### src/rtl/regfile_pkg.sv
// ============================================================================
//  regfile_pkg : shared constants and popcount helper for the regfile_mp slice
//  Rev 1.0
// ============================================================================
`default_nettype none

package regfile_pkg;

   localparam int c_DEFAULT_DATA_W = 32;
   localparam int c_DEFAULT_ADDR_W = 5;
   localparam int c_ZERO_IDX       = 0;

   // Widest busy vector the helper accepts; covers ADDR_W up to 10.
   localparam int c_MAX_DEPTH      = 1024;

   function automatic int popcount(input logic [c_MAX_DEPTH-1:0] v);
      int n;
      n = 0;
      for (int k = 0; k < c_MAX_DEPTH; k++) begin
         n += v[k] ? 1 : 0;
      end
      return n;
   endfunction

endpackage

`default_nettype wire

### src/rtl/regfile_scoreboard.sv
// ============================================================================
//  regfile_scoreboard : per-register pending-write bits, pending count and
//  per-read-port busy lookup.  Rev 1.0
// ============================================================================
`default_nettype none

module regfile_scoreboard
   import regfile_pkg::*;
#(
   parameter int ADDR_W   = c_DEFAULT_ADDR_W,
   parameter int NUM_RD   = 2,
   parameter int ZERO_REG = 1
) (
   input  logic                     clk,
   input  logic                     rst_n,
   input  logic                     wr_en,
   input  logic [ADDR_W-1:0]        wr_addr,
   input  logic                     sb_set,
   input  logic [ADDR_W-1:0]        sb_addr,
   input  logic                     flush,
   input  logic [NUM_RD*ADDR_W-1:0] rd_addr,
   output logic [NUM_RD-1:0]        rd_busy,
   output logic [ADDR_W:0]          pend_cnt
);

   localparam int c_DEPTH = 2**ADDR_W;

   logic [c_DEPTH-1:0]     r_busy;
   logic [c_DEPTH-1:0]     w_busy_nxt;
   logic [c_MAX_DEPTH-1:0] w_busy_ext;
   logic [ADDR_W:0]        r_pend_cnt;

   // Clear from writeback first, so a same-edge issue to that register wins.
   always_comb begin
      w_busy_nxt = r_busy;
      if (wr_en) begin
         w_busy_nxt[wr_addr] = 1'b0;
      end
      if (flush) begin
         w_busy_nxt = '0;
      end else if (sb_set) begin
         w_busy_nxt[sb_addr] = 1'b1;
      end
      if (ZERO_REG != 0) begin
         w_busy_nxt[c_ZERO_IDX] = 1'b0;
      end
   end

   always_comb begin
      w_busy_ext              = '0;
      w_busy_ext[c_DEPTH-1:0] = w_busy_nxt;
   end

   always_ff @(posedge clk or negedge rst_n) begin
      if (!rst_n) begin
         r_busy     <= '0;
         r_pend_cnt <= '0;
      end else begin
         r_busy     <= w_busy_nxt;
         r_pend_cnt <= (ADDR_W+1)'(popcount(w_busy_ext));
      end
   end

   assign pend_cnt = r_pend_cnt;

   for (genvar i = 0; i < NUM_RD; i++) begin : g_lookup
      assign rd_busy[i] = r_busy[rd_addr[i*ADDR_W +: ADDR_W]];
   end

endmodule

`default_nettype wire

### src/rtl/regfile_mp.sv
// ============================================================================
//  regfile_mp : multi-read-port register file with pending-write scoreboard.
//  Optional write-to-read forwarding under `REGFILE_BYPASS_EN.  Rev 1.0
// ============================================================================
`default_nettype none

module regfile_mp
   import regfile_pkg::*;
#(
   parameter int DATA_W   = c_DEFAULT_DATA_W,
   parameter int ADDR_W   = c_DEFAULT_ADDR_W,
   parameter int NUM_RD   = 2,
   parameter int ZERO_REG = 1
) (
   input  logic                     clk,
   input  logic                     rst_n,
   input  logic [NUM_RD*ADDR_W-1:0] rd_addr,
   output logic [NUM_RD*DATA_W-1:0] rd_data,
   output logic [NUM_RD-1:0]        rd_busy,
   input  logic                     wr_en,
   input  logic [ADDR_W-1:0]        wr_addr,
   input  logic [DATA_W-1:0]        wr_data,
   input  logic                     sb_set,
   input  logic [ADDR_W-1:0]        sb_addr,
   input  logic                     flush,
   output logic [ADDR_W:0]          pend_cnt
);

   localparam int c_DEPTH = 2**ADDR_W;

   logic [DATA_W-1:0] r_mem [c_DEPTH];
   logic [NUM_RD-1:0] w_sb_busy;
   logic              w_wr_ok;

   assign w_wr_ok = wr_en && !((ZERO_REG != 0) && (wr_addr == ADDR_W'(c_ZERO_IDX)));

   always_ff @(posedge clk or negedge rst_n) begin
      if (!rst_n) begin
         for (int k = 0; k < c_DEPTH; k++) begin
            r_mem[k] <= '0;
         end
      end else if (w_wr_ok) begin
         r_mem[wr_addr] <= wr_data;
      end
   end

   regfile_scoreboard #(
      .ADDR_W   (ADDR_W),
      .NUM_RD   (NUM_RD),
      .ZERO_REG (ZERO_REG)
   ) u_scoreboard (
      .clk      (clk),
      .rst_n    (rst_n),
      .wr_en    (wr_en),
      .wr_addr  (wr_addr),
      .sb_set   (sb_set),
      .sb_addr  (sb_addr),
      .flush    (flush),
      .rd_addr  (rd_addr),
      .rd_busy  (w_sb_busy),
      .pend_cnt (pend_cnt)
   );

   for (genvar i = 0; i < NUM_RD; i++) begin : g_rd
      logic [ADDR_W-1:0] w_addr;
      logic              w_is_zero;
      logic [DATA_W-1:0] w_data;
      logic              w_busy;

      assign w_addr    = rd_addr[i*ADDR_W +: ADDR_W];
      assign w_is_zero = (ZERO_REG != 0) && (w_addr == ADDR_W'(c_ZERO_IDX));

`ifdef REGFILE_BYPASS_EN
      // A colliding writeback is forwarded; busy then follows what the edge will leave.
      logic w_hit;
      assign w_hit  = wr_en && (wr_addr == w_addr) && !w_is_zero;
      assign w_data = w_hit ? wr_data : r_mem[w_addr];
      assign w_busy = w_hit ? (sb_set && !flush && (sb_addr == w_addr)) : w_sb_busy[i];
`else
      assign w_data = r_mem[w_addr];
      assign w_busy = w_sb_busy[i];
`endif

      assign rd_data[i*DATA_W +: DATA_W] = w_is_zero ? '0 : w_data;
      assign rd_busy[i]                  = w_busy && !w_is_zero;
   end

endmodule

`default_nettype wire

### config.mk
export PLATFORM = sky130hd
export DESIGN_NAME = regfile_mp
export DESIGN_NICKNAME = d
export VERILOG_FILES = /design/src/rtl/regfile_pkg.sv /design/src/rtl/regfile_scoreboard.sv /design/src/rtl/regfile_mp.sv
export SDC_FILE = /design/constraint.sdc
export NUM_CORES = 2
export LEC_CHECK = 0
export BUFFER_PORTS_ARGS = -buffer_cell sky130_fd_sc_hd__buf_2
export CORE_UTILIZATION = 55
export CTS_CLUSTER_SIZE = 25
export DETAILED_ROUTE_END_ITERATION = 7
export GPL_TIMING_DRIVEN = 0
export MAX_ROUTING_LAYER = met4
export PLACE_DENSITY = 0.8
export REMOVE_ABC_BUFFERS = 1
export SLEW_MARGIN = 20
export SYNTH_ARGS = -nofsm -noshare
export SYNTH_HDL_FRONTEND = slang
export SYNTH_HIERARCHICAL = 1
export SYNTH_SLANG_ARGS = --single-unit
### constraint.sdc
create_clock -name clk -period 6.85 [get_ports clk]
set_input_delay 1.7125 -clock clk [delete_from_list [all_inputs] [get_ports clk]]
set_output_delay 1.7125 -clock clk [all_outputs]
set_load 0.05 [all_outputs]
## After elaboration in Yosys (flattened, before gate mapping)

Cells that the tools add are included.

| storage, ports and cells | value |
|---|---|
| input bits | 57 |
| word-level logic and storage cells | 145 |
| bits in writable memories | 0 |
| bits in registers | 1061 |
| latch bits | 0 |
| memories kept | 0 |
| memory bits (read-only) | 0 |

| operators by class | value |
|---|---|
| $add $sub $neg | 30 |
| shifts and indexed selects | 0 |
| div/mod/pow operators | 0 |
| multipliers | 0 |
| bitwise operators | 6 |
| reduce and logical (&&, ||, !) cells | 12 |
| $lt $le $gt $ge | 10 |
| eq/ne operators | 0 |
| mux-type cells | 53 |

Operator list:

| cell | number |
|---|---|
| $bwmux 1024 | 1 |
| $bmux 32 s5 | 2 |
| $mux 32 | 10 |
| $add 6x6->6 | 30 |
| $demux 32 s5 | 1 |
| $mux 1 | 35 |
| $and 32x32->32 | 1 |
| $not 32->32 | 1 |
| $or 32x32->32 | 1 |
| $lt 5x6->1 const B | 4 |
| $ge 6x6->1 const B | 3 |
| $not 5->6 | 3 |
| $logic_not 5->1 | 3 |
| $bmux 1 s5 | 2 |
| $demux 1 s5 | 2 |
| $ge 5x1->1 const B | 2 |
| $logic_and 1x1->1 | 6 |
| $lt 6x1->1 const B | 1 |
| $logic_not 1->1 | 3 |

## Longest topological paths before layout

| logic depth | value |
|---|---|
| depth after elaboration | 41 |
| gate-level depth with buffers | 21 |
| gate-level depth less buffers | 21 |

## By module

Netlist, hierarchy kept.

By module, submodules not included:

| module | seq. area each (µm²) | area each (µm²) | cells an instance | times used |
|---|---|---|---|---|
| regfile_mp | 25624.6 | 54910.2 | 3614 | 1 |
| regfile_scoreboard | 925.9 | 3078.0 | 329 | 1 |

## Worst setup path after synthesis

OpenSTA, ideal clock, no wires.

| path | value |
|---|---|
| path type | input to register |
| start | input wr_addr[0] |
| end | register u_scoreboard.r_pend_cnt[4] (netlist: u_scoreboard/pend_cnt[4]) |
| path slack | -0.420 ns |
| setup time | 0.080 ns |
| stages on the path | 19 |
| buffers on the path | 0 |
| arrival time | 7.190 ns |
| path through | or3b_2 o21ai_0 a21oi_1 fa_1 ha_1 inv_1 fa_1 fa_1 fa_1 fa_1 fa_1 fa_1 inv_1 ha_1 fa_1 a21oi_1 nor2_1 nor2_1 xnor2_1 |

RTL lines:

| what | line | RTL |
|---|---|---|
| start: declaration | regfile_mp.sv:21 | `input logic [ADDR_W-1:0] wr_addr,` |
| $lt 5x6->1 (implied by the code) or $ge 5x1->1 (tied branches) | regfile_scoreboard.sv:37 | `w_busy_nxt[wr_addr] = 1'b0;` |
| $logic_and 1x1->1 (implied by the code) | regfile_scoreboard.sv:37 |  |
| $mux 1 (implied by the code) | regfile_scoreboard.sv:37 |  |
| $demux 1 s5 (*) | -- |  |
| $not 32->32 (no line) (*) | -- |  |
| $and 32x32->32 (no line) (*) | -- |  |
| $mux 32 (*) | regfile_scoreboard.sv:36 | `if (wr_en) begin` |
| $or 32x32->32 (no line) | -- |  |
| $mux 32 (*) | regfile_scoreboard.sv:41 | `end else if (sb_set) begin` |
| $mux 32 (*) | regfile_scoreboard.sv:39 | `if (flush) begin` |
| named net u_scoreboard.w_busy_ext[4] | regfile_scoreboard.sv:30 | `logic [c_MAX_DEPTH-1:0] w_busy_ext;` |
| $mux 1 (*) | regfile_pkg.sv:20 | `n += v[k] ? 1 : 0;` |
| $add 6x6->6 (*) (28 in a row) | regfile_pkg.sv:20 |  |
| end signal: assignment | regfile_scoreboard.sv:60 | `r_pend_cnt <= (ADDR_W+1)'(popcount(w_busy_ext));` |
| end: declaration | regfile_scoreboard.sv:31 | `logic [ADDR_W:0] r_pend_cnt;` |

The timed path passes the listed nets; every way through them passes the cells marked *.
A chain may end at the register's enable or synchronous reset.

## Worst setup path after layout

| path | value |
|---|---|
| start | input rd_addr[9] |
| end | output rd_data[33] |

| between the ends | value |
|---|---|
| cells in the longest elaborated chain, start to end | 5 |

Ends and longest elaborated chain:

| what | line | RTL |
|---|---|---|
| start: declaration | regfile_mp.sv:17 | `input logic [NUM_RD*ADDR_W-1:0] rd_addr,` |
| $not 5->6 (implied by the code) | regfile_mp.sv:80 | `assign w_data = r_mem[w_addr];` |
| $bmux 32 s5 | regfile_mp.sv:80 |  |
| $mux 32 (implied by the code) (2 in a row) | regfile_mp.sv:80 |  |
| $mux 32 (*) | regfile_mp.sv:84 | `assign rd_data[i*DATA_W +: DATA_W] = w_is_zero ? '0 : w_data;` |
| end: declaration | regfile_mp.sv:18 | `output logic [NUM_RD*DATA_W-1:0] rd_data,` |

Every way passes the cells marked *; elsewhere a longest branch is shown, timed or not. The select of a mux whose other input is x is not followed.

==> qor.yml <==
logic_synthesis:
  synth.area.top_cells: "dfrtp_1 46%, mux2_2 20%, mux4_2 18%"
  synthDistinctLibCells: 50
  seq_area_frac_synth_pct: 45.8
  post_synth.cell_area_avg_um2: 14.7
  synthCells: 3943
  synth_top_cell_area_share_pct: 45.8
  ys_ff_latch: 1061
  synth_area_leader_cell: "dfrtp_1"
  yosysMostFrequentCell: "dfrtp_1"
  syn-cell-area_um2: 58000
  synthTopCellsByCount: "1061 x dfrtp_1, 1017 x mux2_2, 454 x mux4_2"
  yosys_warnings: 6
  ys_dominant_reg_cell: "dfrtp_1"
  synthArstFlopShare_pct: 100
  synth_edf_count: 0
setup_path:
  cp_slowest_stage_delay_ps: 720
  critPathKind: "primary input to output pin"
  cp.required_ps: 5140
  crit_buf_inv: 3
  critPathMaxFanout: 41
  path_cells: "buf_4, or2_4, buf_12, or4_4, o21ai_1, a311oi_1, buf_2"
  slowest_stage: "a311oi_1"
  worstPathArrival_ps: 5240
  critical_path.endpoint_type: "output pin"
  worst_setup_path_start_kind: "primary input"
  path_delay_family: "buffers and inverters"
clock_network:
  cts_tree: "done"
  ctsHoldBuffers: 0
  clkTransAtPathRegs_ps: 60
  clkLatencyLatePin_ps: 700
  cts_buffers: 108
  clk_root_buffer_cell: "clkbuf_16"
  cts_htree_levels: 3
  clock_sinks: 1061
  cts_max_path_buffers: 3
final_layout:
  fillerInstances: 7328
  syn2layout_area_growth_pct: 10.7
  drive_gt1_share_pct: 49.4
  layout.nets: 3928
detailed_routing:
  via_per_inst: 7.16
  finalWirelength_mm: 168
  drtAntennaViolNets: 0
  wl_per_cell_um: 31.6
  first_pass_iters: 6
  num_vias: 38000
  drc: 0
  drtIter0Drc: 4287
die:
  rows: 118
  die_area_um2: 107000
  initial_utilization_pct: 55.7
  die_width_um: 327
  coreArea_um2: 104000
  die_y_um: 327
  ioPinCount: 129
power:
  leakage_nw: 27.7
  powerDensity_nw_per_um2: 283
  worst_ir_drop_vdd_mv: 0.231
sta:
  hold_viol: 0
  finalWorstSetupSlack_ps: -102
  period_minus_slack_ps: 6950
  whs_ps: 394
  slew_headroom_pct: 23.7
  worst_pin_slew_ps: 1140
  skew_ps: 7.16
  fmax_mhz: 144
  finalMaxSlewViolations: 0
  rsz0062_at_grt: "true"
  fin_crit_sh_pct: 101
  fin_tns_setup_ps: -178
  setup_viol: 2
global_route:
  grt_pass1_vias: 39700
  antenna_found_initial: 4
  grtUsageTotal_pct: 32.7
  grt_pass1_wl_mm: 253
  grt_max_degree: 142
  grt-ovfl-total: 0
job:
  drv_cap: 0
worst_hold_path:
  worstHoldPathType: "flop to flop"
placement:
  port_buffers: 128
  gp_congestion: 0.827
  hpwl_mm: 100
outcome:
  violations: "negative setup slack"
  status: "complete, but fails checks"
==> cell type report <==
| type | count | area (µm²) | area share, % |
|---|---|---|---|
| antenna | 5 | 12.5 | 0.0195 |
| clock buffer | 155 | 3100 | 4.83 |
| clock inverter | 42 | 533 | 0.830 |
| inverter | 34 | 138 | 0.214 |
| multi-input combinational | 2413 | 29200 | 45.5 |
| sequential | 1061 | 26600 | 41.4 |
| tap | 1380 | 1730 | 2.69 |
| timing repair buffer | 216 | 2950 | 4.59 |
==> final timing paths <==
path                                              from                       end  slack, ps  cells past startpoint
max in group asynchronous                        rst_n                r_mem[888]       3740                      5
worst max-delay path                        rd_addr[9]               rd_data[33]       -100                      7
worst min-delay path                       r_mem[1018]               r_mem[1018]        390                      0
worst max register to register  u_scoreboard/r_busy[4]  u_scoreboard/pend_cnt[4]       1280                     18
worst min register to register             r_mem[1018]               r_mem[1018]        390                      0
min in group asynchronous                        rst_n                r_mem[788]        800                      1
==> per-layer routing <==
metal  vias to the layer above  routed length, µm  share of wire, %  track usage [%]
li1                      15000                  -                 -                -
met1                     20100              64100                38             42.4
met2                      2265              79100                47             49.5
met3                       640              15500               9.2             6.30
met4                         0               9240               5.5             16.1
met5                         -                  0                 0                -
==> power by group <==
group | internal [mW] | switching (mW)
Combinational | 2.16 | 1.65
Sequential | 7.42 | 0.881
Clock | 3.49 | 2.58
==> placed cells by master (no fill, tap or decap), types with 39 or more instances in the layout <==
| master | n |
|---|---|
| clkbuf_16 | 108 |
| o21ai_0 | 59 |
| a311oi_1 | 58 |
| nor2b_1 | 68 |
| nand2_1 | 71 |
| mux2_2 | 1017 |
| buf_16 | 63 |
| dfrtp_1 | 1061 |
| o21ai_1 | 81 |
| a22oi_1 | 68 |
| mux2_1 | 39 |
| a221oi_1 | 48 |
| mux4_2 | 454 |
| a211oi_1 | 66 |
| buf_2 | 111 |
| mux2i_1 | 146 |
==> per-stage QoR <==
stage / utilization (%) / instance area (µm²) / worst slack [ps] / total power [mW] / instances
detailed placement: 58.0 / 60400 / -1320 / 12.1 / 5099
global route: 61.7 / 64200 / -130 / 18.8 / 5304
CTS: 61.6 / 64100 / -79.1 / 18.2 / 5301
global placement: 55.6 / 57800 / -18710 / 11.9 / 5014
finish: 61.7 / 64200 / -102 / 18.2 / 5306
floorplan: - / 55500 / -413 / 10.8 / 3506
==> worst reg2reg max path, stage by stage, from the launching register on <==
cell and delay, ps:
dfrtp_1 410, o21ai_2 90, a21oi_2 170, fa_1 450, ha_1 290, inv_1 60
fa_1 500, fa_1 440, fa_1 530, fa_1 460, fa_1 500, fa_1 500
inv_1 40, ha_1 210, fa_2 370, a21oi_2 160, nor2_1 50, nor2_1 130
xnor2_1 130
==> registers in the layout, summed over array words and instances, names as in the netlist <==
name and cells:
u_scoreboard/pend_cnt 6, u_scoreboard/r_busy 31, r_mem 1024
==> cells by family (layout without fill, tap and decap cells) <==
kind of cell	after synthesis	after routing	synth area share, %
compound gates	465	465	5.54
simple gates	250	252	2.30
other cells	0	5	0
mux	1656	1656	40.7
buf+inv	471	447	4.56
flops	1061	1061	45.8
fa+ha+maj	37	37	1.11
xor+xnor	3	3	0.0453
==> repair_timing <==
| action | 4_1_cts | 5_1_grt |
|---|---|---|
| gates cloned | 2 | 0 |
| pin swaps | 9 | 6 |
| buffers inserted | 3 | 0 |
| resized for setup | 24 | 12 |
| setup endpoints to repair | 17 | 8 |
No activity file was read; power rests on OpenSTA's default activity.
